`src/rtl/arp_envelope_gen.sv`:
```
// Four-voice ADSR envelope generator fed by the arpeggiator gates.
// A shared prescaler paces the envelope ticks; each voice runs its own FSM.

module arp_env_voice #(
    parameter int WIDTH = 16
) (
    input  logic             clk_i,
    input  logic             rst_i,
    input  logic             tick_i,
    input  logic             gate_i,
    input  logic [WIDTH-1:0] attack_step_i,
    input  logic [WIDTH-1:0] decay_step_i,
    input  logic [WIDTH-1:0] sustain_level_i,
    input  logic [WIDTH-1:0] release_step_i,
    output logic [WIDTH-1:0] env_o,
    output logic             active_o
);
    typedef enum logic [2:0] {
        S_IDLE, S_ATTACK, S_DECAY, S_SUSTAIN, S_RELEASE
    } state_e;

    localparam logic [WIDTH-1:0] MAX = '1;

    state_e           state_q, state_d;
    logic [WIDTH-1:0] env_q, env_d;
    logic             active_q, active_d;

    // One extra bit catches overflow on add and borrow on subtract.
    logic [WIDTH:0] att_sum, dec_diff, rel_diff;
    logic           att_sat, dec_hit, rel_zero;

    assign att_sum  = {1'b0, env_q} + {1'b0, attack_step_i};
    assign dec_diff = {1'b0, env_q} - {1'b0, decay_step_i};
    assign rel_diff = {1'b0, env_q} - {1'b0, release_step_i};

    assign att_sat  = (attack_step_i == '0) || att_sum[WIDTH] || (att_sum[WIDTH-1:0] == MAX);
    assign dec_hit  = (decay_step_i == '0) || dec_diff[WIDTH]
                      || (dec_diff[WIDTH-1:0] <= sustain_level_i);
    assign rel_zero = (release_step_i == '0) || rel_diff[WIDTH] || (rel_diff[WIDTH-1:0] == '0);

    always_ff @(posedge clk_i) begin
        if (rst_i) begin
            state_q  <= S_IDLE;
            env_q    <= '0;
            active_q <= 1'b0;
        end else begin
            state_q  <= state_d;
            env_q    <= env_d;
            active_q <= active_d;
        end
    end

    always_comb begin
        state_d = state_q;
        unique case (state_q)
            S_IDLE:    if (gate_i) state_d = S_ATTACK;
            S_ATTACK:  if (!gate_i) state_d = S_RELEASE;
                       else if (tick_i && att_sat) state_d = S_DECAY;
            S_DECAY:   if (!gate_i) state_d = S_RELEASE;
                       else if (tick_i && dec_hit) state_d = S_SUSTAIN;
            S_SUSTAIN: if (!gate_i) state_d = S_RELEASE;
            S_RELEASE: if (gate_i) state_d = S_ATTACK;
                       else if (tick_i && rel_zero) state_d = S_IDLE;
            default:   state_d = S_IDLE;
        endcase
    end

    // A gate-driven transition freezes env for that cycle.
    always_comb begin
        env_d = env_q;
        unique case (state_q)
            S_IDLE:    env_d = '0;
            S_ATTACK:  if (gate_i && tick_i) env_d = att_sat ? MAX : att_sum[WIDTH-1:0];
            S_DECAY:   if (gate_i && tick_i) env_d = dec_hit ? sustain_level_i : dec_diff[WIDTH-1:0];
            S_SUSTAIN: if (gate_i) env_d = sustain_level_i;
            S_RELEASE: if (!gate_i && tick_i) env_d = rel_zero ? '0 : rel_diff[WIDTH-1:0];
            default:   env_d = '0;
        endcase
        active_d = (state_d != S_IDLE);
    end

    assign env_o    = env_q;
    assign active_o = active_q;
endmodule

module arp_envelope_gen #(
    parameter int WIDTH    = 16,
    parameter int TICK_DIV = 256
) (
    input  logic             CLK,
    input  logic             RESET,
    input  logic             gate0,
    input  logic             gate1,
    input  logic             gate2,
    input  logic             gate3,
    input  logic [WIDTH-1:0] attack_step,
    input  logic [WIDTH-1:0] decay_step,
    input  logic [WIDTH-1:0] sustain_level,
    input  logic [WIDTH-1:0] release_step,
    output logic [WIDTH-1:0] env0,
    output logic [WIDTH-1:0] env1,
    output logic [WIDTH-1:0] env2,
    output logic [WIDTH-1:0] env3,
    output logic             active0,
    output logic             active1,
    output logic             active2,
    output logic             active3
);
    localparam int NUM_VOICES = 4;
    localparam int CW = (TICK_DIV > 1) ? $clog2(TICK_DIV) : 1;

    logic [CW-1:0] count_q, count_d;
    logic          tick;

    assign tick    = (count_q == CW'(TICK_DIV - 1));
    assign count_d = tick ? '0 : count_q + CW'(1);

    always_ff @(posedge CLK) begin
        if (RESET) count_q <= '0;
        else       count_q <= count_d;
    end

    logic [NUM_VOICES-1:0]            gate_w, active_w;
    logic [NUM_VOICES-1:0][WIDTH-1:0] env_w;

    assign gate_w = {gate3, gate2, gate1, gate0};

    for (genvar v = 0; v < NUM_VOICES; v++) begin : g_voice
        arp_env_voice #(.WIDTH(WIDTH)) u_voice (
            .clk_i          (CLK),
            .rst_i          (RESET),
            .tick_i         (tick),
            .gate_i         (gate_w[v]),
            .attack_step_i  (attack_step),
            .decay_step_i   (decay_step),
            .sustain_level_i(sustain_level),
            .release_step_i (release_step),
            .env_o          (env_w[v]),
            .active_o       (active_w[v])
        );
    end

    assign env0    = env_w[0];
    assign env1    = env_w[1];
    assign env2    = env_w[2];
    assign env3    = env_w[3];
    assign active0 = active_w[0];
    assign active1 = active_w[1];
    assign active2 = active_w[2];
    assign active3 = active_w[3];
endmodule

```
`config.mk`:
```
export PLATFORM = sky130hd
export DESIGN_NAME = arp_envelope_gen
export DESIGN_NICKNAME = d
export VERILOG_FILES = /design/src/rtl/arp_envelope_gen.sv
export SDC_FILE = /design/constraint.sdc
export NUM_CORES = 1
export LEC_CHECK = 0
export BUFFER_PORTS_ARGS = -buffer_cell sky130_fd_sc_hd__buf_2
export CAP_MARGIN = 20
export CELL_PAD_IN_SITES_DETAIL_PLACEMENT = 0
export CELL_PAD_IN_SITES_GLOBAL_PLACEMENT = 1
export CORE_ASPECT_RATIO = 0.9
export CORE_MARGIN = 2
export CORE_UTILIZATION = 25
export DETAILED_ROUTE_END_ITERATION = 12
export PLACE_DENSITY_LB_ADDON = 0.1
export RECOVER_POWER = 50
export SYNTH_ARGS = -nofsm -noshare
export SYNTH_HDL_FRONTEND = slang
export SYNTH_HIERARCHICAL = 1
export SYNTH_SLANG_ARGS = --single-unit
```
`constraint.sdc`:
```
create_clock -name CLK -period 5.6 [get_ports CLK]
set_clock_uncertainty 0.05 [all_clocks]
set_input_delay 0.28 -clock CLK [delete_from_list [all_inputs] [get_ports CLK]]
set_output_delay 0.28 -clock CLK [all_outputs]
set_load 0.1 [all_outputs]
```
Yosys cells after proc, flatten, opt, wreduce, memory -nomap -nowiden

Index checks and enable logic that the tools add are counted.

Flip-flop bits (word level): 88
Input bits: 70
Output and inout bits: 68
Logic and storage cells: 203

Add/sub/neg operators: 13
Magnitude comparators: 4
Equality and inequality tests: 37
Multiplexer cells: 68
Reduce and logical (&&, ||, !) cells: 68

Operator list:

| operator             | count |
|---|---|
| $mux 16              | 28 |
| $pmux 16 s4          | 4 |
| $sub 16x16->17       | 8 |
| $logic_not 16->1     | 7 |
| $mux 3               | 32 |
| $add 16x16->17       | 4 |
| $eq 16x16->1 const B | 4 |
| $le 16x16->1         | 4 |
| $pmux 3 s5           | 4 |
| $eq 3x2->1 const B   | 8 |
| $logic_or 1x1->1     | 24 |
| $ne 2x1->1 const B   | 12 |
| $logic_and 1x1->1    | 20 |
| $reduce_and 4->1     | 4 |
| $eq 3x1->1 const B   | 4 |
| $eq 3x3->1 const B   | 4 |
| $logic_not 3->1      | 4 |
| $reduce_bool 3->1    | 4 |
| $add 8x1->8 const B  | 1 |
| $eq 8x8->1 const B   | 1 |
| $ne 2x2->1 const B   | 4 |
| $logic_not 1->1      | 4 |
| $reduce_or 2->1      | 1 |

Logic depth before layout (Yosys ltp)

Gate-level depths: netlist (run 1).

Depth in word-level cells: 8
Mapped depth: 22
Mapped depth without buffers: 21

Modules after synthesis

The synthesis (run 1) kept the hierarchy.

Modules (own cells, without submodules):

| module                                  | instances | cells each | area each (µm²) | seq. area each (µm²) |
|---|---|---|---|---|
| arp_env_voice at g_voice[2].u_voice ... | 2         | 598        | 4,475.5         | 400.4 |
| arp_env_voice at g_voice[1].u_voice     | 1         | 682        | 4,855.9         | 400.4 |
| arp_env_voice at g_voice[0].u_voice     | 1         | 626        | 4,540.6         | 400.4 |
| arp_envelope_gen                        | 1         | 38         | 335.3           | 160.2 |

Worst setup path before layout (run 1)

Ideal clock, no wire load.

Kind: reg-to-reg
From: reg g_voice[0].u_voice.env_q[0]
To: reg g_voice[0].u_voice.env_q[3]
Library setup time: 0.115 ns
Arrival time: 5.094 ns
Required time: 5.435 ns
Setup slack: 0.342 ns
Cell stages (with the launch flop): 23
Buffers on the path: 1
Period minus slack after synthesis: 5.258 ns
Cell sequence: dfxtp_1 inv_1 ha_1 fa_1 nand2b_1 a21oi_1 o2111ai_1 a21oi_1 o21a_1 o21a_1 o21ai_0 o31a_1 ha_1 and4_1 nand3_1 a21oi_1 a21oi_1 a211o_1 a211oi_4 buf_4 mux2i_1 o221ai_1 o21a_1

Longest elaborated chain between the ends: 6
Elaborated cells on any way between the ends: 19
Those cells by class: add/sub: 3; order compare: 1; eq/ne: 1; mux: 7; reduce/logical: 7

RTL lines:

| element                                      | RTL line   | source |
|---|---|---|
| start, declared                              | 25         | `logic [WIDTH-1:0] env_q, env_d;` |
| start signal, assigned                       | 48         | `env_q <= env_d;` |
| $sub 16x16->17, or another cell as far along | 33         | `assign dec_diff = {1'b0, env_q} - {1'b0, decay_step_i};` |
| $le 16x16->1, or another cell as far along   | 38         | `\|\| (dec_diff[WIDTH-1:0] <= sustain_level_i);` |
| $logic_or 1x1->1 (on tied branches)          | 38, 36, 39 |  |
| $mux 16 (on tied branches) (2 in a row)      | 74, 73, 76 |  |
| $pmux 16 s4 (*)                              | 71         | `unique case (state_q)` |

Mark *: on every way between the ends. The rest lies on a longest branch, timed or not. The select of a mux whose other input is x is not followed.
A chain may end at the register's enable or synchronous reset.

Final worst setup path (run 1)

From: reg g_voice[1].u_voice.env_q[1]
To: reg g_voice[1].u_voice.env_q[7]

Longest elaborated chain between the ends: 6
Elaborated cells on any way between the ends: 19
Those cells by class: add/sub: 3; order compare: 1; eq/ne: 1; mux: 7; reduce/logical: 7

RTL lines:

| element                                      | RTL line |
|---|---|
| start, declared                              | 25 |
| start signal, assigned                       | 48 |
| $sub 16x16->17, or another cell as far along | 33 |
| $le 16x16->1, or another cell as far along   | 38 |
| $logic_or 1x1->1 (on tied branches)          | 38, 36, 39 |
| $mux 16 (on tied branches) (2 in a row)      | 74, 73, 76 |
| $pmux 16 s4 (*)                              | 71 |

Marked as above.

==> impl_results.md, run 1 <==
* Pwr/cell area at 117.4 nW/um^2
* CP peak stage delay at 0.53 ns
* Top_reg_cell synth: dfxtp_1
* Area Overhead vs Synth at 10.55%
* Seq/Total Area, Yosys at 0.09429
* Cell Chain, Critical Path: ha_1 > nor2b_1 > o21ai_0 > a21boi_0 > o211a_1 > a2111oi_2 > or3_1 > o311ai_0 > buf_4 > ha_1 > nand4_1 > nor3_1 > o21a_1 > o31ai_1 > a21oi_1 > nand2_2 > nor2_2 > a221oi_1 > a221oi_1
* CTS clk-pin slew, worst paths at 0.08 ns
* I/O Pins at 138
* Vias in the first global route at 19760
* Sw Pwr at 1.124 mW
* Clk root buf: clkbuf_16
* Drt pass-1 iters at 5
* Crit Path Class: register to register
* Hpwl dp at 72790 microns
* Avg WL per Cell at 25.59 microns
* TritonCTS clock tree: done
* Top-area cell type share of the netlist area at 0.1721
* Syn nets at 2881
* Post-route insts no fill at 3635
* VDD IR-drop max at 0.0001291 V
* Hold_buf cts at 0
* Clock tree sinks at 88
* Top post-synthesis cells by count: 266 x inv_1, 257 x ha_1, 207 x a21oi_1, 205 x nand2_1, 135 x nor2_1
* Top-count cell post-synth: inv_1
* Final hold vios at 0
* Share of cells above drive strength 1 at 0.09118
* Setup crit end kind: register
* Critical Path Start: g_voice[1].u_voice/env_o[1]
* Clk pwr share at 0.254
* Syn Inst Count at 2542
* Hold wc startpoint: gate2
* Max Used Layer: met4
* Post-route design area at 20650 sq um
* Ys async rst share at 0
* Final Wtd Congestion at 0.8632
* Final worst setup slack at 0.4629 ns
* CORE AREA at 74290 sq um
* Placed insts at 3616
* Worst hold path type: input port to register
* Pins Over Slew Limit at 0
* Comb power frac at 0.472
* RR Startpoint: g_voice[1].u_voice/env_o[1]
* Power Internal at 1.301 mW
* Metal-1 WL at 45040 microns
* # setup viols final at 0
* Metal2 WL at 39980 microns
* Max-Cap Viols at 0
* Post-Synthesis Cell Area at 18680 sq um
* RSZ-0062 raised after global routing: false
* EDFF count, synth at 0
* Worst slew pin tran at 1.304 ns
* Initial antenna violation count at 3
* DR vias at 20590
* Synth top area cells: ha_1 17%, dfxtp_1 9.4%, a21oi_1 5.5%
* Post-synth top area cell: ha_1
* Switching Fraction at 0.4634
* Warnings from Yosys at 6
* Synth Register Bits at 88
* Clk_lat worst skew at 0.40 ns
* Tmin final at 5.137 ns
* Nets@finish at 3000
* DRC Markers at 0
* First-pass GRT wire length at 135300 microns
* Critical Path Fanout Max at 9
* Crit path max-delay cell type: dfxtp_1
* Reg2reg setup slack at 0.46 ns
* Seq pwr share at 0.274
* PortBufs at 137
* Num CTS Buffers at 9
* Tot GR Track Use at 0.2365
* Max Freq at 194.7 MHz
* Gr ovfl total at 0
* Tcrit/Tclk final at 0.9173
* Final wirelength at 93010 microns
* Startpoint Class: register
* Row count at 95
* H-tree depth reported by CTS at 3
* Setup tns final at 0 ns
* Reg2reg path depth at 19
* Distinct cell type count after synthesis at 114
* Antenna Cells at 0
* Met3 routed WL at 5402 microns
* Worst endpoint required time at 5.85 ns
* Final Util at 0.2780
* Slew margin rel. at 0.1343
* Chip Width at 292.2 microns
* Avg Inst Size Synth at 7.350 sq um
* Hold depth at 2
* Longest Clk Path Bufs at 2
* Placed Area at 20460 sq um
* Status: completed
* Arrival @ worst endpoint at 5.39 ns
* Die H at 263.3 microns
* Pin count of the biggest net entering global routing at 41
* Initial Utilization at 0.2515
* Initial drt markers at 1686
* DIE AREA at 76940 sq um
* DR vias/cell at 5.663
* Antenna-violating nets left at 0
* Dpl ws at 0.3173 ns
* Leak at 9.340 nW
power by group through the flow:
stage / combinational, mW / sequential (mW) / clock (mW)
after floorplan: 0.666 / 0.722 / 0
after global placement: 1.12 / 0.678 / 0
after detailed placement: 1.13 / 0.678 / 0
after CTS: 1.14 / 0.664 / 0.642
after global routing: 1.25 / 0.666 / 0.663
final: 1.14 / 0.664 / 0.617
worst paths after layout:
path,endpoint
max,g_voice[1].u_voice/env_o[7]
min,g_voice[2].u_voice/state_q[2]
max reg2reg,g_voice[1].u_voice/env_o[7]
min reg2reg,count_q[0]
metal layers:
layer  global-route usage  up-vias
met2               0.3682      628
met5                    0        -
li1                     -     9862
met1               0.3353    10010
met4              0.06241        0
met3              0.03926       90
flip-flops by register name, indices dropped and copies added (netlist names):
signal	flops
g_voice.u_voice/state_q	12
g_voice.u_voice/env_o	64
g_voice.u_voice/active_o	4
count_q	8
cell usage in the layout (no fill, tap or decap), types with 52 or more instances in the layout:
cell      synthesis  routed
a21o_1           70      70
a21oi_1         207     207
buf_2            17      69
clkbuf_1         34      71
dfxtp_1          88      88
ha_1            257     257
inv_1           266     266
nand2_1         205     205
nand3_1          61      63
nor2_1          135     133
nor3_1           58      57
nor4_1           65      65
o21a_1           58      58
o21ai_0         123     123
xnor2_1          67      67
xor2_1           52      52
worst max-delay path: cells and delay by family, from the launching register on:
kind | cells | cell delay, ns
compound gates | 10 | 2.29
fa+ha+maj | 2 | 0.58
buf+inv | 1 | 0.19
flops | 1 | 0.53
simple gates | 6 | 1.41
per-stage QoR:
stage	total power, mW	hold WS [ns]
floorplan	1.388	0.2991
global placement	1.803	0.4145
detailed placement	1.806	0.4201
CTS	2.441	0.05776
global route	2.576	0.08805
finish	2.424	0.07809
area by class of cell:
class                   count  area, sq um
fillers                  8202        53640
repair buffers            184        953.4
inverters                 267         1002
flip-flops and latches     88         1762
clock inverters             3        20.02
multi-input cells        2111        15470
clock buffers              12        236.5
well taps                 970         1214
cells by family (layout without fill, tap and decap cells):
group,Yosys count,after routing,synth area share
flops,88,88,0.09429
xor+xnor,121,121,0.05753
fa+ha+maj,269,269,0.1850
compound gates,879,879,0.3378
buf+inv,343,466,0.07762
mux,37,37,0.02063
simple gates,805,805,0.2272
timing repair:
| item | in CTS | in global routing |
|---|---|---|
| buffers inserted | 0 | 4 |
| setup endpoints to repair | 0 | 15 |
| resized for setup | 0 | 1 |
(Power assumes the default switching activity.)
==> run 2, diff against run 1 <==
CORE_ASPECT_RATIO = 1.4   (was 0.9)
==> run 2 against run 1 <==
Setup slack worse by 0.0030 ns. Flip-flop and latch count did not move. First-iteration DRC count decreased by 16%. Critical path type unchanged.
==> impl_results.md, run 2 (same netlist as run 1, synthesis figures left out) <==
* Metal-1 WL at 38400 microns
* CORE AREA at 73970 sq um
* Nets@finish at 2998
* PortBufs at 137
* Tmin final at 5.140 ns
* Max Used Layer: met4
* Pins Over Slew Limit at 0
* Critical Path Fanout Max at 9
* Slew margin rel. at 0.1749
* Worst slew pin tran at 1.243 ns
* I/O Pins at 138
* VDD IR-drop max at 0.0001612 V
* # setup viols final at 0
* DR vias at 20400
* Initial Utilization at 0.2526
* DR vias/cell at 5.629
* Row count at 118
* Cell Chain, Critical Path: inv_1 > ha_1 > nor2b_1 > o21ai_0 > a21boi_0 > o211a_1 > a2111oi_2 > nor2_1 > o311ai_0 > ha_1 > nand4_1 > nor3_1 > a2111oi_0 > a21oi_1 > nand2_2 > nor2_1 > buf_4 > a221oi_1 > a221oi_1
* Hold depth at 2
* Max reg flops at 64
* Reg2reg setup slack at 0.46 ns
* Vias in the first global route at 20310
* Antenna-violating nets left at 0
* Share of cells above drive strength 1 at 0.09122
* CTS clk-pin slew, worst paths at 0.08 ns
* Worst endpoint required time at 5.82 ns
* Max-Cap Viols at 0
* Max Freq at 194.6 MHz
* Metal2 WL at 47490 microns
* Gr ovfl total at 0
* Crit Path Class: register to register
* Post-route design area at 20660 sq um
* DIE AREA at 76970 sq um
* Placed insts at 3606
* RSZ-0062 raised after global routing: false
* Hold path endpoint: g_voice[3].u_voice/state_q[2]
* Tcrit/Tclk final at 0.9179
* Post-route insts no fill at 3624
* Min Hold Slack at 0.07875 ns
* Most frequent cells in the layout: 266 x inv_1, 257 x ha_1, 207 x a21oi_1
* Clk root buf: clkbuf_16
* Status: completed
* Hpwl dp at 74500 microns
* Placed Area at 20450 sq um
* Pin count of the biggest net entering global routing at 33
* R2r endpoint: g_voice[1].u_voice/env_o[7]
* Clk_lat worst skew at 0.41 ns
* Hold wc startpoint: gate3
* Setup tns final at 0 ns
* Arrival @ worst endpoint at 5.36 ns
* H-tree depth reported by CTS at 3
* Final Wtd Congestion at 0.8860
* Avg WL per Cell at 25.74 microns
* Tot GR Track Use at 0.2363
* TritonCTS clock tree: done
* Pwr/cell area at 119.5 nW/um^2
* Final hold vios at 0
* Leak at 9.338 nW
* Chip Width at 235.0 microns
* Initial drt markers at 1418
* CP peak stage delay at 0.62 ns
* Startpoint Class: register
* Reg2reg path depth at 19
* Final wirelength at 93290 microns
* Clock tree sinks at 88
* Commonest non-fill, non-tap cell in the layout: inv_1
* DRC Markers at 0
* Die H at 327.5 microns
* Drt pass-1 iters at 7
* RR Startpoint: g_voice[1].u_voice/env_o[0]
* Setup crit end kind: register
* Worst hold path type: input port to register
* Antenna Cells at 0
* Total Power at 2.468 mW
* Area Overhead vs Synth at 10.58%
* Crit path max-delay cell type: o311ai_0
* Met3 routed WL at 3355 microns
* First-pass GRT wire length at 134900 microns
* Num CTS Buffers at 9
* Initial antenna violation count at 1
* Longest Clk Path Bufs at 2
## run 2: how the worst max path moves through the flow
stage / startpoint / to / slack, ns / depth (start not counted)
global placement: decay_step[1] / g_voice[1].u_voice/env_o[4] / 0.35 / 20
CTS: g_voice[0].u_voice/env_o[0] / g_voice[0].u_voice/env_o[5] / 0.44 / 22
finish: g_voice[1].u_voice/env_o[0] / g_voice[1].u_voice/env_o[7] / 0.46 / 19
detailed placement: decay_step[1] / g_voice[1].u_voice/env_o[4] / 0.19 / 20
floorplan: g_voice[0].u_voice/env_o[0] / g_voice[0].u_voice/env_o[3] / 0.34 / 22
global route: g_voice[1].u_voice/env_o[0] / g_voice[1].u_voice/env_o[4] / 0.07 / 19
## run 2: stage by stage
stage	worst slack, ns	utilization
floorplan	0.3418	-
global placement	0.3464	0.2765
detailed placement	0.1901	0.2765
CTS	0.4429	0.2805
global route	0.06888	0.2793
finish	0.4599	0.2793
## run 2: area by class of cell
type                            instances  area, sq um
Tap cell                              960         1201
Multi-Input combinational cell       2111        15460
Fill cell                            8145        53310
Inverter                              267         1002
Timing Repair Buffer                  182        938.4
Sequential cell                        88         1762
Clock buffer                            9        225.2
Clock inverter                          7        72.57
## run 2: where the power goes
part | switching, mW | internal (mW)
Clock | 0.321 | 0.344
Combinational | 0.777 | 0.364
Sequential | 0.0232 | 0.639
## run 2: routing by layer
metal  vias up  track usage
li1       9851            -
met1      9897       0.2707
met3       122      0.02806
met4         0       0.1086
met2       528       0.4354
met5         -            0
## run 2: worst max-delay path, delay by kind of cell (launching register included)
| family | cells | cell delay [ns] |
|---|---|---|
| buf+inv | 2 | 0.31 |
| simple gates | 6 | 0.78 |
| compound gates | 9 | 2.93 |
| fa+ha+maj | 2 | 0.58 |
| flops | 1 | 0.33 |
## run 2: what timing repair did
item	CTS	global route
hold buffers	0	0
hold endpoints to repair	0	0
resized for setup	0	0
setup buffers	0	2
setup endpoints to repair	0	8
==> run 3, diff against run 2 <==
CORE_ASPECT_RATIO = not set   (was 1.4)
==> run 3 against run 2 <==
Final cell count rose by 0.36%. Register-to-register slack got worse by 0.09 ns. Clock power rose by 2%. Via count fell by 0.40%. Die area barely moved. Critical path depth rose by 3. Sequential share of layout area barely moved. Critical path type unchanged. Largest power group unchanged.
==> impl_results.md, run 3 (same netlist as run 1, synthesis figures left out) <==
* Status: completed
* Nets@finish at 3002
* Worst hold path type: input port to register
* Final Wtd Congestion at 0.8767
* DRC Markers at 0
* Area Overhead vs Synth at 10.82%
* Clk root buf: clkbuf_16
* PortBufs at 137
* Setup tns final at 0 ns
* I/O Pins at 138
* Antenna Cells at 0
* Final wirelength at 90570 microns
* Final hold vios at 0
* CTS clk-pin slew, worst paths at 0.07 ns
* Tmin final at 5.233 ns
* # setup viols final at 0
* Worst slew pin tran at 1.261 ns
* Antenna-violating nets left at 0
* Fillers at 8179
* Vias in the first global route at 19910
* Pin count of the biggest net entering global routing at 35
* Placed Area at 20510 sq um
* Slew margin rel. at 0.1628
* Setup crit end kind: register
* Tot GR Track Use at 0.2293
* Chip Width at 277.4 microns
* Longest Clk Path Bufs at 2
* Post-route design area at 20700 sq um
* DR vias at 20320
* Leak at 9.352 nW
* Avg WL per Cell at 24.90 microns
* Max Freq at 191.1 MHz
* Share of cells above drive strength 1 at 0.09295
* Initial drt markers at 1414
* Startpoint Class: register
* Commonest non-fill, non-tap cell in the layout: inv_1
* H-tree depth reported by CTS at 3
* Multi-input logic area at 15470 sq um
* Clock tree sinks at 88
* Gr ovfl total at 0
* Clk_lat worst skew at 0.40 ns
* Sequential Area at 1762 sq um
* CORE AREA at 74200 sq um
* Pwr/cell area at 119.6 nW/um^2
* DIE AREA at 76930 sq um
* Max reg flops at 64
* Crit Path Class: register to register
* Pins Over Slew Limit at 0
* DR vias/cell at 5.586
* Arrival @ worst endpoint at 5.48 ns
* Most frequent cells in the layout: 266 x inv_1, 257 x ha_1, 206 x a21oi_1
* Initial antenna violation count at 3
* Initial Utilization at 0.2518
* Hpwl dp at 71490 microns
* Die H at 277.4 microns
* Max-Cap Viols at 0
* Critical Path Fanout Max at 10
* RSZ-0062 raised after global routing: false
* Row count at 100
* Drt pass-1 iters at 5
* Worst endpoint required time at 5.84 ns
* Min Hold Slack at 0.1014 ns
* VDD IR-drop max at 0.0001389 V
* Num CTS Buffers at 9
* TritonCTS clock tree: done
* Tcrit/Tclk final at 0.9344
* First-pass GRT wire length at 132200 microns
==> run 3: cell types whose count changed in the layout (fill, tap and decap cells not counted), sizes merged <==
cell,before,now
clkbuf,77,79
buf,114,116
==> run 3: power by group <==
part           total [mW]  switching, mW  internal, mW
Combinational        1.14          0.771         0.366
Sequential          0.664         0.0255         0.638
Clock               0.677          0.331         0.345
==> run 3: path summary, 6_finish.rpt <==
path / startpoint / cells after the start / slack [ns] / to
hold reg to reg: count_q[0] / 1 / 0.43 / count_q[0]
hold / removal: gate3 / 2 / 0.10 / g_voice[3].u_voice/state_q[2]
setup / recovery: g_voice[0].u_voice/env_o[0] / 22 / 0.37 / g_voice[0].u_voice/env_o[2]
setup reg to reg: g_voice[0].u_voice/env_o[0] / 22 / 0.37 / g_voice[0].u_voice/env_o[2]
==> run 3: critical path, stage by stage, from the launching register on <==
cell and delay (ns):
dfxtp_1 0.34, inv_1 0.11, ha_1 0.23, fa_1 0.40, nand2b_1 0.18, a21oi_1 0.24
o2111ai_1 0.22, a21oi_1 0.27, o21a_1 0.19, o21a_1 0.16, o21ai_0 0.10, o31a_1 0.13
ha_1 0.29, and4_1 0.20, nand3_1 0.11, a21oi_1 0.13, a21oi_1 0.08, a211o_1 0.31
a211oi_4 0.49, buf_4 0.29, mux2i_1 0.26, o221ai_1 0.15, o21a_1 0.20
==> run 3: layer usage <==
| layer | global-route usage | up-vias | wire, microns |
|---|---|---|---|
| met3 | 0.02333 | 95 | 3953 |
| li1 | - | 9850 | - |
| met4 | 0.08124 | 0 | 2957 |
| met2 | 0.3745 | 541 | 40810 |
| met5 | 0 | - | 0 |
| met1 | 0.3118 | 9831 | 42850 |
==> run 3: stage by stage <==
| stage | total power, mW | utilization | cells | setup WS [ns] |
|---|---|---|---|---|
| 6_report | 2.477 | 0.2790 | 3637 | 0.3673 |
| 5_1_grt | 2.621 | 0.2790 | 3637 | 0.02650 |
| 4_1_cts | 2.496 | 0.2804 | 3637 | 0.2941 |
| 3_5_place_dp | 1.806 | 0.2764 | 3621 | 0.2685 |
| 3_3_place_gp | 1.801 | 0.2763 | 3620 | 0.4493 |
| 2_1_floorplan | 1.388 | - | 2542 | 0.3418 |
==> run 3: what timing repair did <==
action | in CTS | in global routing
setup endpoints to repair | 0 | 12
hold buffers | 0 | 0
resized for setup | 0 | 3
setup buffers | 0 | 0
==> run 3: area by class of cell <==
cell class | count | share of cell area
clock buffer | 9 | 0.01088
inverter | 267 | 0.04841
timing repair buffer | 186 | 0.04641
clock inverter | 7 | 0.003505
multi-input combinational | 2111 | 0.7471
tap | 969 | 0.05856
sequential | 88 | 0.08509
